**src/rtl/klotski_pkg.sv**
```systemverilog
// Shared definitions for the Klotski tile colour blocks: tile palette and paint FSM states.
// The RGB sort block imports the same PALETTE so both directions stay consistent.
package klotski_pkg;

    localparam int COLOR_W = 24;
    localparam int N_TILES = 16;
    localparam int IDX_W   = 4;

    localparam logic [COLOR_W-1:0] PALETTE [N_TILES] = '{
        24'hff7fff, 24'hffffff, 24'hffff00, 24'hff7f00,
        24'hff007f, 24'hff0000, 24'h7fff7f, 24'h7f7f00,
        24'h7f00ff, 24'h7f0000, 24'h00ffff, 24'h00ff00,
        24'h007fff, 24'h007f00, 24'h0000ff, 24'h000000
    };

    typedef enum logic [1:0] {
        IDLE = 2'd0,
        RUN  = 2'd1,
        DONE = 2'd2
    } state_t;

endpackage

```
**src/rtl/tile_palette_rom.sv**
```systemverilog
// Combinational lookup from a 4-bit tile index to its 24-bit RGB colour.
module tile_palette_rom
    import klotski_pkg::*;
(
    input  logic [IDX_W-1:0]   idx,
    output logic [COLOR_W-1:0] color
);

    assign color = PALETTE[idx];

endmodule

```
**src/rtl/rgb_order_painter.sv**
```systemverilog
// Paints the 16 board blocks from a tile order word, one block per cycle,
// and flags order words that are not a permutation of 0..15.
module rgb_order_painter
    import klotski_pkg::*;
#(
    parameter int CHECK_PERM = 1
) (
    input  logic          i_clk,
    input  logic          i_rst_n,
    input  logic          i_start,
    input  logic [63:0]   i_order,
    output logic [23:0]   o_block0,
    output logic [23:0]   o_block1,
    output logic [23:0]   o_block2,
    output logic [23:0]   o_block3,
    output logic [23:0]   o_block4,
    output logic [23:0]   o_block5,
    output logic [23:0]   o_block6,
    output logic [23:0]   o_block7,
    output logic [23:0]   o_block8,
    output logic [23:0]   o_block9,
    output logic [23:0]   o_block10,
    output logic [23:0]   o_block11,
    output logic [23:0]   o_block12,
    output logic [23:0]   o_block13,
    output logic [23:0]   o_block14,
    output logic [23:0]   o_block15,
    output logic          o_busy,
    output logic          o_done,
    output logic          o_error,
    output state_t        o_state
);

    state_t               state;
    state_t               state_next;
    logic [63:0]          order_q;
    logic [IDX_W-1:0]     cnt;
    logic [N_TILES-1:0]   seen;
    logic                 error_q;
    logic [IDX_W-1:0]     idx;
    logic [COLOR_W-1:0]   color;
    logic [COLOR_W-1:0]   blocks [N_TILES];

    assign idx = order_q[{cnt, 2'b00} +: IDX_W];

    tile_palette_rom u_rom (
        .idx   (idx),
        .color (color)
    );

    always_ff @(posedge i_clk or negedge i_rst_n) begin
        if (!i_rst_n) begin
            state <= IDLE;
        end else begin
            state <= state_next;
        end
    end

    // The 4-bit counter wraps 15->0 on the same edge that leaves RUN.
    always_comb begin
        state_next = state;
        case (state)
            IDLE:    if (i_start) state_next = RUN;
            RUN:     if (cnt == 4'd15) state_next = DONE;
            DONE:    state_next = IDLE;
            default: state_next = IDLE;
        endcase
    end

    always_comb begin
        o_busy = (state != IDLE);
        o_done = (state == DONE);
    end

    always_ff @(posedge i_clk or negedge i_rst_n) begin
        if (!i_rst_n) begin
            order_q <= '0;
            cnt     <= '0;
            seen    <= '0;
            error_q <= 1'b0;
            for (int k = 0; k < N_TILES; k++) blocks[k] <= '0;
        end else begin
            if (state == IDLE && i_start) begin
                order_q <= i_order;
                cnt     <= '0;
                seen    <= '0;
                error_q <= 1'b0;
            end else if (state == RUN) begin
                blocks[cnt] <= color;
                if (CHECK_PERM != 0 && seen[idx]) error_q <= 1'b1;
                seen[idx] <= 1'b1;
                cnt       <= cnt + 4'd1;
            end
        end
    end

    assign o_error = (CHECK_PERM != 0) ? error_q : 1'b0;
    assign o_state = state;

    assign o_block0  = blocks[0];
    assign o_block1  = blocks[1];
    assign o_block2  = blocks[2];
    assign o_block3  = blocks[3];
    assign o_block4  = blocks[4];
    assign o_block5  = blocks[5];
    assign o_block6  = blocks[6];
    assign o_block7  = blocks[7];
    assign o_block8  = blocks[8];
    assign o_block9  = blocks[9];
    assign o_block10 = blocks[10];
    assign o_block11 = blocks[11];
    assign o_block12 = blocks[12];
    assign o_block13 = blocks[13];
    assign o_block14 = blocks[14];
    assign o_block15 = blocks[15];

endmodule

```
**config.mk**
```make
export PLATFORM = sky130hd
export DESIGN_NAME = rgb_order_painter
export DESIGN_NICKNAME = d
export VERILOG_FILES = /design/src/rtl/klotski_pkg.sv /design/src/rtl/tile_palette_rom.sv /design/src/rtl/rgb_order_painter.sv
export SDC_FILE = /design/constraint.sdc
export NUM_CORES = 1
export LEC_CHECK = 0
export CORE_AREA = 2 2 177 179
export DETAILED_ROUTE_END_ITERATION = 12
export DIE_AREA = 0 0 179 181
export PLACE_DENSITY = 0.72
export SETUP_SLACK_MARGIN = 0.3
export SLEW_MARGIN = 15
export SYNTH_ARGS = -nofsm -noshare
export SYNTH_HDL_FRONTEND = slang
export SYNTH_SLANG_ARGS = --single-unit
```
**constraint.sdc**
```tcl
create_clock -name i_clk -period 4.03 [get_ports i_clk]
set_input_delay 1.209 -clock i_clk [delete_from_list [all_inputs] [get_ports i_clk]]
set_output_delay 1.209 -clock i_clk [all_outputs]
set_load 0.01 [all_outputs]
```
==> impl_summary.log, run 1 <==
[metrics] run status: complete, no violations
[metrics] number of sinks driven by the clock tree: approximately 180
[metrics] Worst-path clk slew: 70 ps
[metrics] synthesized flop and latch total: 183
[metrics] Via Count: about 7200
[metrics] global placer's final weighted congestion: between 0.9 and 1
[metrics] number of cells produced by synthesis: 1071
[metrics] Filler Cells Inserted: 2875
[metrics] relative max-transition margin: a little over a third
[metrics] later-pin clock latency in the skew report: between 400 and 500 ps
[metrics] count of hold-fix buffers inserted at cts: 0
[metrics] final critical-path required period: between 3000 and 4000 ps
[metrics] cell total after placement: 1597
[metrics] fraction of the yosys area taken by sequential cells: a little under half
[metrics] area of the mapped netlist: 9970 sq um
[metrics] final number of max-transition violations: 0
[metrics] Leak: approximately 5.9 nW
[metrics] worst hold path class: reg -> reg
[metrics] die height: roughly 180 um
[metrics] Max Freq: ~0.31 GHz
[metrics] primary flip-flop cell chosen by synthesis mapping: sky130_fd_sc_hd__dfrtp_1
[metrics] Boundary Pins: ~460
[metrics] number of diodes: 0
[metrics] final-layout setup total negative slack: 0 ps
[metrics] Post-Route Hold Slack: around 470 ps
[metrics] Hold Fails Final Rpt: 0
[metrics] synthesized area per cell: between 9 and 10 sq um
[metrics] number of antenna violations at the first check in global routing: 0
[metrics] highest-count cells in the layout ignoring fill and taps: 454 x sky130_fd_sc_hd__clkdlybuf4s50_1, 325 x sky130_fd_sc_hd__nand2_1, 182 x sky130_fd_sc_hd__dfrtp_1
[metrics] buffer type at the clock tree root: sky130_fd_sc_hd__clkbuf_16
[metrics] number of synthesis warnings: 0
[metrics] Total Routing Usage GR: between 10% and 20%
[metrics] most common cell after layout, fill and taps aside: sky130_fd_sc_hd__clkdlybuf4s50_1
[metrics] DP Area: roughly 13000 sq um
[metrics] M2 GR Usage: between 20% and 30%
[metrics] fraction of met1 tracks used by global routing: between 20% and 30%
[metrics] number of routed nets with antenna violations: 0
[metrics] Worst Path Class, Setup: reg -> reg
[metrics] vias per cell: ~4.4
[metrics] kind of capture point of the worst setup path: flip-flop
[metrics] total wirelength of the detailed-routed design: around 27000 um
[metrics] detailed-router iteration count before antenna repair: 5
[metrics] detailed placer's ending HPWL: slightly above 20000 um
[metrics] setup violators final: 0
[metrics] Slew @ Worst Pin: about 960 ps
[metrics] overall die area: ~32000 sq um
[metrics] global-route met3 utilization: under 10%
[metrics] clock skew: 13.1 ps
[metrics] number of CTS-inserted buffers: 17
[metrics] post-synth net total: ~1200
[metrics] post-route design area: 13400 sq um
[metrics] Max Buffers Root-to-Sink: 2
[metrics] Iter 0 DRT Violations: around 520
[metrics] routing layer with the top usage in global route: met2
[metrics] Area growth, synth to finish: 34.0%
[metrics] DRC: 0
[metrics] startpoint type of the worst setup path: flip-flop
[metrics] CTS tree: built
[metrics] vias in the first global route: about 6900
[metrics] placement row count: between 60 and 70
[metrics] standard cell core area: 30300 sq um
[metrics] global-route wire length before repair: 40600 um
[metrics] IR drop worst, VDD: 651 uV
[metrics] non-filler cells in the finished layout: between 1500 and 2000
[metrics] unrepaired setup endpoints after global routing: false
[metrics] global route overflow: 0
[metrics] peak fanout along the critical path: 16
[metrics] endpoint required time on the critical path: between 4000 and 5000 ps
[metrics] share of flip-flops with an asynchronous set or reset after synthesis: 100%
[metrics] number of synthesized flops with an enable pin: 0
[metrics] drt wl/cell: ~17 um
[metrics] number of buffers inserted by port buffering: about 460
[metrics] fraction of final layout cells with drive strength greater than 1: 6.97%
[metrics] starting density of the core: between 30 and 40%
[metrics] endpoint arrival time on the critical path: about 3500 ps
[metrics] pin count of the biggest net entering global routing: 64
[metrics] depth of the CTS H-tree: 4
[metrics] number of nets in the final layout: between 1000 and 1500
[metrics] x dimension of the die: ~180 um
[metrics] Period Utilization, post-route: 81.0%
[metrics] count of unique library cells instantiated by Yosys: 43
[metrics] max-cap violations: 0
[metrics] areal power density over the cells: 1020 nW/um^2
cells by family after synthesis:
family                     count (synthesis)  share of synthesized area [%]
and+or+nand+nor                          361                           14.4
adders and majority gates                 12                           1.51
AOI/OAI and AO/OA                        135                           8.05
buffers and inverters                    348                           24.6
muxes                                     32                           5.51
DFF                                      183                           45.9
critical path: stages (launching register included):
cell	delay, ps
sky130_fd_sc_hd__dfrtp_1	850
sky130_fd_sc_hd__mux4_2	410
sky130_fd_sc_hd__mux4_2	610
sky130_fd_sc_hd__inv_2	200
sky130_fd_sc_hd__ha_1	250
sky130_fd_sc_hd__mux2i_1	140
sky130_fd_sc_hd__nand2_1	90
sky130_fd_sc_hd__o21ai_2	330
sky130_fd_sc_hd__o21ai_0	220
sequential cells by signal, indices dropped and copies added (netlist names), 6 cells and up:
register and count:
o_block8 6, o_block9 6, order_q 64, o_block0 6
o_block2 6, o_block12 6, o_block14 6, o_block4 6
o_block5 6, o_block10 6, o_block7 6, o_block1 6
o_block3 6, o_block11 6, o_block15 6, o_block13 6
seen 16, o_block6 6
cell usage after synthesis (all sizes together) (2+ instances only):
library cell	instances	area (sq um)
nand2	327	1240
buf	299	2260
dfrtp	183	4580
o21ai	109	587
clkbuf	39	148
mux4	16	372
ha	12	150
mux2i	12	133
inv	9	33.8
nor2	9	33.8
a32o	8	80.1
nand3	6	30.0
a21oi	4	20.0
mux2	4	45.0
nor2b	4	25.0
a22oi	3	22.5
nand2b	3	18.8
nand4b	3	26.3
o22ai	3	18.8
nand4	2	12.5
nor3	2	10.0
o2111a	2	22.5
or2	2	12.5
per-layer routing:
layer,part of all wire (%),vias up
li1,-,3461
met1,43,3448
met2,50,285
met3,5.6,24
met4,1.7,0
met5,0,-
stage by stage:
| step | total power [W] | worst slack, ps | util (%) |
|---|---|---|---|
| after global placement | 0.0118 | 613 | 42.0 |
| final | 0.0136 | 768 | 44.0 |
| after CTS | 0.0138 | 509 | 44.0 |
| after detailed placement | 0.0120 | 531 | 42.0 |
| after global routing | 0.0145 | 565 | 44.0 |
| after floorplan | 0.00891 | 1070 | - |
path summary, 6_finish.rpt:
check | start | to | slack, ps | depth (start not counted)
max | cnt[1] | o_block15[15] | 770 | 8
min reg2reg | order_q[57] | order_q[57] | 470 | 2
min | order_q[57] | order_q[57] | 470 | 2
max in group asynchronous | i_rst_n | o_block6[14] | 2430 | 2
max reg2reg | cnt[1] | o_block15[15] | 770 | 8
min in group asynchronous | i_rst_n | order_q[36] | 750 | 1
power breakdown:
part	switching, W	total [W]	internal (W)
registers	0.000943	0.00362	0.00268
clock network	0.000775	0.00177	0.000999
logic	0.00402	0.00818	0.00416
repair_timing:
item | 4_1_cts | 5_1_grt
endpoints found under the setup margin | 0 | 8
gates resized for setup | 0 | 1
buffers inserted | 0 | 0
cell type report:
| class | instances | area [sq um] | area share (%) |
|---|---|---|---|
| Clock buffer | 18 | 429 | 3.21 |
| Clock inverter | 14 | 186 | 1.40 |
| Inverter | 10 | 42.5 | 0.319 |
| Multi-Input combinational cell | 540 | 2950 | 22.1 |
| Sequential cell | 183 | 4580 | 34.3 |
| Tap cell | 396 | 495 | 3.71 |
| Timing Repair Buffer | 468 | 4670 | 35.0 |
No activity file was read; power rests on OpenSTA's default activity.
==> run 2: changes to the inputs <==
CORE_AREA = 2 2 175 177   (was 2 2 177 179)
DIE_AREA = 0 0 177 179   (was 0 0 179 181)
PLACE_DENSITY = 0.76   (was 0.72)
clock period = 2.8 ns   (was 4.03 ns; I/O delays follow)
==> run 2 against run 1 <==
Against the previous run: final cell count up 2.3%; cell area increased by 5.0%; clock power increased by 38%; largest cell class unchanged; highest routed layer unchanged.
==> impl_summary.log, run 2 (synthesized netlist as in run 1, its figures left out) <==
[metrics] detailed-router iteration count before antenna repair: 5 (unchanged)
[metrics] later-pin clock latency in the skew report: 430 ps (about the same)
[metrics] unrepaired setup endpoints after global routing: true (was false)
[metrics] Flop pwr share: 23.3% (was 26.7%)
[metrics] Clock power frac: 11.0% (was 13.1%)
[metrics] top flop regs: order_q (64), seen (16) (unchanged)
[metrics] Leak: 6.15 nW (was 5.86 nW)
[metrics] final-layout setup total negative slack: 0 ps (unchanged)
[metrics] detailed placer's ending HPWL: 21100 um (was 20200 um)
[metrics] number of routed nets with antenna violations: 0 (unchanged)
[metrics] setup violators final: 0 (unchanged)
[metrics] highest-count cells in the layout ignoring fill and taps: 452 x sky130_fd_sc_hd__clkdlybuf4s50_1, 322 x sky130_fd_sc_hd__nand2_1, 179 x sky130_fd_sc_hd__dfrtp_1 (was 454 x sky130_fd_sc_hd__clkdlybuf4s50_1, 325 x sky130_fd_sc_hd__nand2_1, 182 x sky130_fd_sc_hd__dfrtp_1)
[metrics] IR drop worst, VDD: 1080 uV (was 651 uV)
[metrics] met2 routed WL: 14700 um (was 13400 um)
[metrics] switching power summed over all nets: 0.00944 W (was 0.00574 W)
[metrics] Boundary Pins: 456 (unchanged)
[metrics] vias per cell: 4.49 (was 4.43)
[metrics] Iter 0 DRT Violations: 398 (was 516)
[metrics] final number of max-transition violations: 0 (unchanged)
[metrics] internal power consumption: 0.0128 W (was 0.00784 W)
[metrics] pre-CTS setup slack: 72.1 ps (was 531 ps)
[metrics] number of nets in the final layout: 1336 (was 1299)
[metrics] number of CTS-inserted buffers: 17 (unchanged)
[metrics] Period Utilization, post-route: 95.3% (was 81.0%)
[metrics] non-filler cells in the finished layout: 1666 (was 1629)
[metrics] kind of capture point of the worst setup path: flip-flop (unchanged)
[metrics] Slew @ Worst Pin: 624 ps (was 956 ps)
[metrics] number of antenna violations at the first check in global routing: 0 (unchanged)
[metrics] top routing layer in use: met4 (unchanged)
[metrics] endpoint arrival time on the critical path: 2950 ps (was 3530 ps)
[metrics] clock skew: 17.1 ps (was 13.1 ps)
[metrics] depth of the CTS H-tree: 4 (unchanged)
[metrics] Via Count: 7488 (was 7218)
[metrics] endpoint required time on the critical path: 3090 ps (was 4300 ps)
[metrics] die height: 179 um (was 181 um)
[metrics] CP bufs+invs: 2 (was 1)
[metrics] Total Routing Usage GR: 17.3% (was 16.3%)
[metrics] worst hold path class: in -> async (was reg -> reg)
[metrics] most common cell after layout, fill and taps aside: sky130_fd_sc_hd__clkdlybuf4s50_1 (unchanged)
[metrics] series of cell instances along the critical path: buf_12, mux4_2, mux4_2, buf_4, a311oi_1, a21boi_1, nand4b_1, o2111ai_1 (was mux4_2, mux4_2, inv_2, ha_1, mux2i_1, nand2_1, o21ai_2, o21ai_0)
[metrics] DRC: 0 (unchanged)
[metrics] areal power density over the cells: 1590 nW/um^2 (was 1020 nW/um^2)
[metrics] number of buffers inserted by port buffering: 455 (unchanged)
[metrics] placement row count: 64 (unchanged)
[metrics] DP Area: 13000 sq um (was 12700 sq um)
[metrics] final critical-path required period: 2670 ps (was 3260 ps)
[metrics] kind of cell with the highest combined delay on the critical path: multiplexers (unchanged)
[metrics] startpoint type of the worst setup path: flip-flop (unchanged)
[metrics] max-cap violations: 0 (unchanged)
[metrics] peak fanout along the critical path: 7 (was 16)
[metrics] total power of the final layout: 0.0223 W (was 0.0136 W)
[metrics] wl on met1: 11800 um (was 11500 um)
[metrics] Logic pwr share: 65.8% (was 60.3%)
[metrics] Max stage delay on crit path: 550 ps (was 850 ps)
[metrics] global placer's final weighted congestion: 0.845 (was 0.905)
[metrics] number of sinks driven by the clock tree: 183 (unchanged)
[metrics] standard cell core area: 30000 sq um (was 30300 sq um)
[metrics] Area growth, synth to finish: 40.7% (was 34.0%)
[metrics] global-route wire length before repair: 41900 um (was 40600 um)
[metrics] switching share of total power: 42.4% (was 42.3%)
[metrics] starting density of the core: 33.2% (was 32.8%)
[metrics] CTS tree: built (unchanged)
[metrics] vias in the first global route: 6995 (was 6880)
[metrics] cell total after placement: 1613 (was 1597)
[metrics] count of hold-fix buffers inserted at cts: 0 (unchanged)
[metrics] Worst Path Class, Setup: reg -> reg (unchanged)
[metrics] Largest register FFs: 64 (unchanged)
[metrics] number of diodes: 0 (unchanged)
[metrics] buffer type at the clock tree root: sky130_fd_sc_hd__clkbuf_16 (unchanged)
[metrics] Max Buffers Root-to-Sink: 2 (unchanged)
[metrics] x dimension of the die: 177 um (was 179 um)
[metrics] Worst-path clk slew: 80 ps (was 70 ps)
[metrics] pin count of the biggest net entering global routing: 61 (was 64)
[metrics] run status: complete, no violations (unchanged)
[metrics] Max Freq: 0.375 GHz (was 0.307 GHz)
[metrics] relative max-transition margin: 58.3% (was 36.3%)
[metrics] fraction of final layout cells with drive strength greater than 1: 13.7% (was 6.97%)
[metrics] global route overflow: 0 (unchanged)
[metrics] post-route design area: 14000 sq um (was 13400 sq um)
[metrics] Hold Fails Final Rpt: 0 (unchanged)
[metrics] drt wl/cell: 17.3 um (was 16.5 um)
[metrics] cell with the largest stage delay on the worst path: sky130_fd_sc_hd__mux4_2 (was sky130_fd_sc_hd__dfrtp_1)
[metrics] largest register by flop count: order_q (unchanged)
[metrics] most frequent cell on the critical path: sky130_fd_sc_hd__mux4_2 (unchanged)
[metrics] total length of routed met3 wires: 1890 um (was 1510 um)
[metrics] total wirelength of the detailed-routed design: 28800 um (was 26900 um)
[metrics] final worst setup slack: 132 ps (was 768 ps)
[metrics] overall die area: 31700 sq um (was 32400 sq um)
run 2: changes by cell type in the layout (fill, tap and decap cells not counted), moves of 5 or more:
cell	previous run	this run
sky130_fd_sc_hd__buf_6	0	5
sky130_fd_sc_hd__buf_4	12	32
sky130_fd_sc_hd__o21ai_1	1	41
sky130_fd_sc_hd__o21ai_0	96	22
sky130_fd_sc_hd__buf_12	1	9
sky130_fd_sc_hd__o21ai_2	12	45
run 2: layout make-up:
cell class	count	area (sq um)
clock inverter	15	176
clock buffer	17	425
multi-input combinational	541	3190
sequential	183	4580
timing repair buffer	504	5100
fill	2808	16000
tap	396	495
inverter	10	45.0
run 2: power by group through the flow:
stage / clock network, W / registers [W] / logic [W]
floorplan: 0 / 0.00507 / 0.00811
detailed placement: 0 / 0.00523 / 0.0128
CTS: 0.00251 / 0.00520 / 0.0135
global placement: 0 / 0.00517 / 0.0127
finish: 0.00244 / 0.00518 / 0.0146
global route: 0.00262 / 0.00539 / 0.0157
run 2: worst paths after layout:
kind | startpoint | endpoint | slack, ps | cells past startpoint
setup / recovery | cnt[0] | o_error | 130 | 8
hold / removal | i_rst_n | order_q[47] | 310 | 1
setup reg to reg | cnt[0] | o_error | 130 | 8
hold reg to reg | order_q[54] | order_q[54] | 480 | 2
max in group asynchronous | i_rst_n | o_block4[6] | 1750 | 2
min in group i_clk | order_q[54] | order_q[54] | 480 | 2
run 2: metrics by stage:
step / hold slack, ps / util (%)
6_report: 306 / 46.7
5_1_grt: 300 / 46.7
4_1_cts: 301 / 45.6
3_5_place_dp: 463 / 43.2
3_3_place_gp: 458 / 43.2
2_1_floorplan: 437 / -
run 2: timing repair:
action / 4_1_cts / 5_1_grt
resized for setup: 9 / 114
cloned: 1 / 2
endpoints found under the hold margin: 0 / 0
buffers inserted: 9 / 9
setup endpoints to repair: 106 / 102
pin swaps: 0 / 10
run 2: worst reg2reg max path, delay by kind of cell (launching register included):
kind	cells	cell delay (ps)
buffers and inverters	2	340
multiplexers	2	1060
flip-flops	1	400
AO/OA/AOI/OAI	3	590
AND/OR/NAND/NOR	1	140
run 2: routing by layer:
layer / up-vias / global-route usage [%]
li1: 3558 / -
met1: 3600 / 22.1
met2: 312 / 29.9
met3: 18 / 4.11
met4: 0 / 3.89
met5: - / 0
==> run 3: changes to the inputs <==
CORE_AREA = 2 2 177 179   (was 2 2 175 177)
DIE_AREA = 0 0 179 181   (was 0 0 177 179)
PLACE_DENSITY = 0.66   (was 0.76)
clock period = 2.83 ns   (was 2.8 ns; I/O delays follow)
==> run 3 against run 2 <==
Against the previous run: final cell count up 0.54%; sequential power fell by 2%; count of clock-buffer cells in the layout stayed put; hold slack better by 95 ps; combinational power rose by 5%; critical endpoint is now o_block15[14].
==> impl_summary.log, run 3 (synthesized netlist as in run 1, its figures left out) <==
[metrics] run status: complete, no violations (unchanged)
[metrics] vias per cell: 4.42 (was 4.49)
[metrics] number of routed nets with antenna violations: 0 (unchanged)
[metrics] standard cell core area: 30300 sq um (was 30000 sq um)
[metrics] Max stage delay on crit path: 560 ps (was 550 ps)
[metrics] total wirelength of the detailed-routed design: 29300 um (was 28800 um)
[metrics] vias in the first global route: 7065 (was 6995)
[metrics] number of sinks driven by the clock tree: 183 (unchanged)
[metrics] Boundary Pins: 456 (unchanged)
[metrics] Area growth, synth to finish: 41.9% (was 40.7%)
[metrics] number of nets in the final layout: 1345 (was 1336)
[metrics] CTS tree: built (unchanged)
[metrics] detailed-router iteration count before antenna repair: 5 (unchanged)
[metrics] Max Freq: 0.372 GHz (was 0.375 GHz)
[metrics] max-cap violations: 0 (unchanged)
[metrics] unrepaired setup endpoints after global routing: true (unchanged)
[metrics] number of buffers inserted by port buffering: 455 (unchanged)
[metrics] number of CTS-inserted buffers: 17 (unchanged)
[metrics] die height: 181 um (was 179 um)
[metrics] Period Utilization, post-route: 94.9% (was 95.3%)
[metrics] clock skew: 15.3 ps (was 17.1 ps)
[metrics] depth of the CTS H-tree: 4 (unchanged)
[metrics] relative max-transition margin: 62.0% (was 58.3%)
[metrics] pre-CTS setup slack: 34.3 ps (was 72.1 ps)
[metrics] fraction of final layout cells with drive strength greater than 1: 13.5% (was 13.7%)
[metrics] startpoint type of the worst setup path: flip-flop (unchanged)
[metrics] kind of capture point of the worst setup path: flip-flop (unchanged)
[metrics] Max Buffers Root-to-Sink: 2 (unchanged)
[metrics] placement row count: 64 (unchanged)
[metrics] final worst setup slack: 145 ps (was 132 ps)
[metrics] x dimension of the die: 179 um (was 177 um)
[metrics] later-pin clock latency in the skew report: 440 ps (was 430 ps)
[metrics] final number of max-transition violations: 0 (unchanged)
[metrics] Hold Fails Final Rpt: 0 (unchanged)
[metrics] overall die area: 32400 sq um (was 31700 sq um)
[metrics] Iter 0 DRT Violations: 353 (was 398)
[metrics] global-route met3 utilization: 3.87% (was 4.11%)
[metrics] areal power density over the cells: 1610 nW/um^2 (was 1590 nW/um^2)
[metrics] largest register by flop count: order_q (unchanged)
[metrics] global-route wire length before repair: 43400 um (was 41900 um)
[metrics] IR drop worst, VDD: 967 uV (was 1080 uV)
[metrics] endpoint required time on the critical path: 3130 ps (was 3090 ps)
[metrics] final critical-path required period: 2680 ps (was 2670 ps)
[metrics] most common cell after layout, fill and taps aside: sky130_fd_sc_hd__clkdlybuf4s50_1 (unchanged)
[metrics] number of diodes: 0 (unchanged)
[metrics] highest-count cells in the layout ignoring fill and taps: 453 x sky130_fd_sc_hd__clkdlybuf4s50_1, 325 x sky130_fd_sc_hd__nand2_1, 176 x sky130_fd_sc_hd__dfrtp_1 (was 452 x sky130_fd_sc_hd__clkdlybuf4s50_1, 322 x sky130_fd_sc_hd__nand2_1, 179 x sky130_fd_sc_hd__dfrtp_1)
[metrics] Via Count: 7399 (was 7488)
[metrics] drt wl/cell: 17.5 um (was 17.3 um)
[metrics] Total Routing Usage GR: 17.6% (was 17.3%)
[metrics] series of cell instances along the critical path: buf_12, mux4_2, mux4_2, inv_4, buf_12, ha_4, o21ai_4, clkbuf_16, o21ai_1 (was buf_12, mux4_2, mux4_2, buf_4, a311oi_1, a21boi_1, nand4b_1, o2111ai_1)
[metrics] endpoint arrival time on the critical path: 2980 ps (was 2950 ps)
[metrics] M2 GR Usage: 30.8% (was 29.9%)
[metrics] DRC: 0 (unchanged)
[metrics] global route overflow: 0 (unchanged)
[metrics] final-layout setup total negative slack: 0 ps (unchanged)
[metrics] peak fanout along the critical path: 8 (was 7)
[metrics] Leak: 6.19 nW (was 6.15 nW)
[metrics] Worst Path Class, Setup: reg -> reg (unchanged)
[metrics] detailed placer's ending HPWL: 21600 um (was 21100 um)
[metrics] routing layer with the top usage in global route: met2 (unchanged)
[metrics] top flop regs: order_q (64), seen (16) (unchanged)
[metrics] Filler Cells Inserted: 2817 (was 2808)
[metrics] buffer type at the clock tree root: sky130_fd_sc_hd__clkbuf_16 (unchanged)
[metrics] global placer's final weighted congestion: 0.879 (was 0.845)
[metrics] worst hold path class: in -> async (unchanged)
[metrics] cell with the largest stage delay on the worst path: sky130_fd_sc_hd__mux4_2 (unchanged)
[metrics] count of hold-fix buffers inserted at cts: 0 (unchanged)
[metrics] pin count of the biggest net entering global routing: 68 (was 61)
[metrics] setup violators final: 0 (unchanged)
[metrics] starting density of the core: 32.8% (was 33.2%)
[metrics] fraction of met1 tracks used by global routing: 22.4% (was 22.1%)
[metrics] Largest register FFs: 64 (unchanged)
[metrics] Slew @ Worst Pin: 568 ps (was 624 ps)
[metrics] Worst-path clk slew: 80 ps (about the same)
[metrics] number of antenna violations at the first check in global routing: 0 (unchanged)
[run 3: cell types whose count changed in the layout (fill, tap and decap cells not counted), moves of 4 or more]
cell                      before  now
sky130_fd_sc_hd__buf_6         5   10
sky130_fd_sc_hd__buf_12        9   13
sky130_fd_sc_hd__o21ai_1      41   48
sky130_fd_sc_hd__o21ai_0      22   30
sky130_fd_sc_hd__o21ai_2      45   29
[run 3: area by class of cell]
| cell class | instances | area (sq um) | area share (%) |
|---|---|---|---|
| Multi-Input combinational cell | 540 | 3140 | 22.2 |
| Sequential cell | 183 | 4590 | 32.4 |
| Tap cell | 396 | 495 | 3.50 |
| Clock inverter | 15 | 164 | 1.16 |
| Inverter | 10 | 47.5 | 0.336 |
| Timing Repair Buffer | 514 | 5280 | 37.3 |
| Clock buffer | 17 | 425 | 3.01 |
[run 3: metrics by stage]
stage / instances / total power, W / area, sq um / utilization (%) / hold WS, ps
floorplan: 1071 / 0.0130 / 10000 / - / 437
global placement: 1612 / 0.0179 / 13000 / 42.8 / 450
detailed placement: 1612 / 0.0181 / 13000 / 42.8 / 459
CTS: 1659 / 0.0214 / 13800 / 45.5 / 416
global route: 1675 / 0.0241 / 14100 / 46.6 / 417
finish: 1675 / 0.0227 / 14100 / 46.6 / 401
[run 3: worst paths after layout]
| check | start | end | slack, ps | cells after the start |
|---|---|---|---|---|
| setup / recovery | cnt[0] | o_block15[14] | 150 | 9 |
| hold / removal | i_rst_n | o_block8[14] | 400 | 1 |
| setup reg to reg | cnt[0] | o_block15[14] | 150 | 9 |
| hold reg to reg | order_q[25] | order_q[25] | 470 | 2 |
| max in group asynchronous | i_rst_n | o_block5[23] | 1660 | 2 |
| min in group i_clk | order_q[25] | order_q[25] | 470 | 2 |
[run 3: power breakdown]
part           switching (W)  internal, W
sequential           0.00126      0.00382
combinational        0.00709      0.00818
clock                0.00113      0.00125
total                0.00947       0.0133
[run 3: critical path, delay by kind of cell (launching register included)]
kind | cells | cell delay (ps)
adder cells (fa/ha/maj) | 1 | 190
multiplexers | 2 | 1070
flip-flops | 1 | 420
AO/OA/AOI/OAI | 2 | 270
buffers and inverters | 4 | 590
[run 3: per-layer routing]
metal / up-vias / share of wire (%)
li1: 3562 / -
met1: 3539 / 41
met2: 282 / 52
met3: 16 / 5.8
met4: 0 / 0.83
met5: - / 0
[run 3: repair_timing]
| item | in CTS | in global routing |
|---|---|---|
| pin swaps | 10 | 19 |
| setup endpoints to repair | 102 | 129 |
| buffers inserted | 13 | 13 |
| resized for setup | 24 | 87 |
| hold endpoints to repair | 0 | 0 |
| cloned | 2 | 3 |
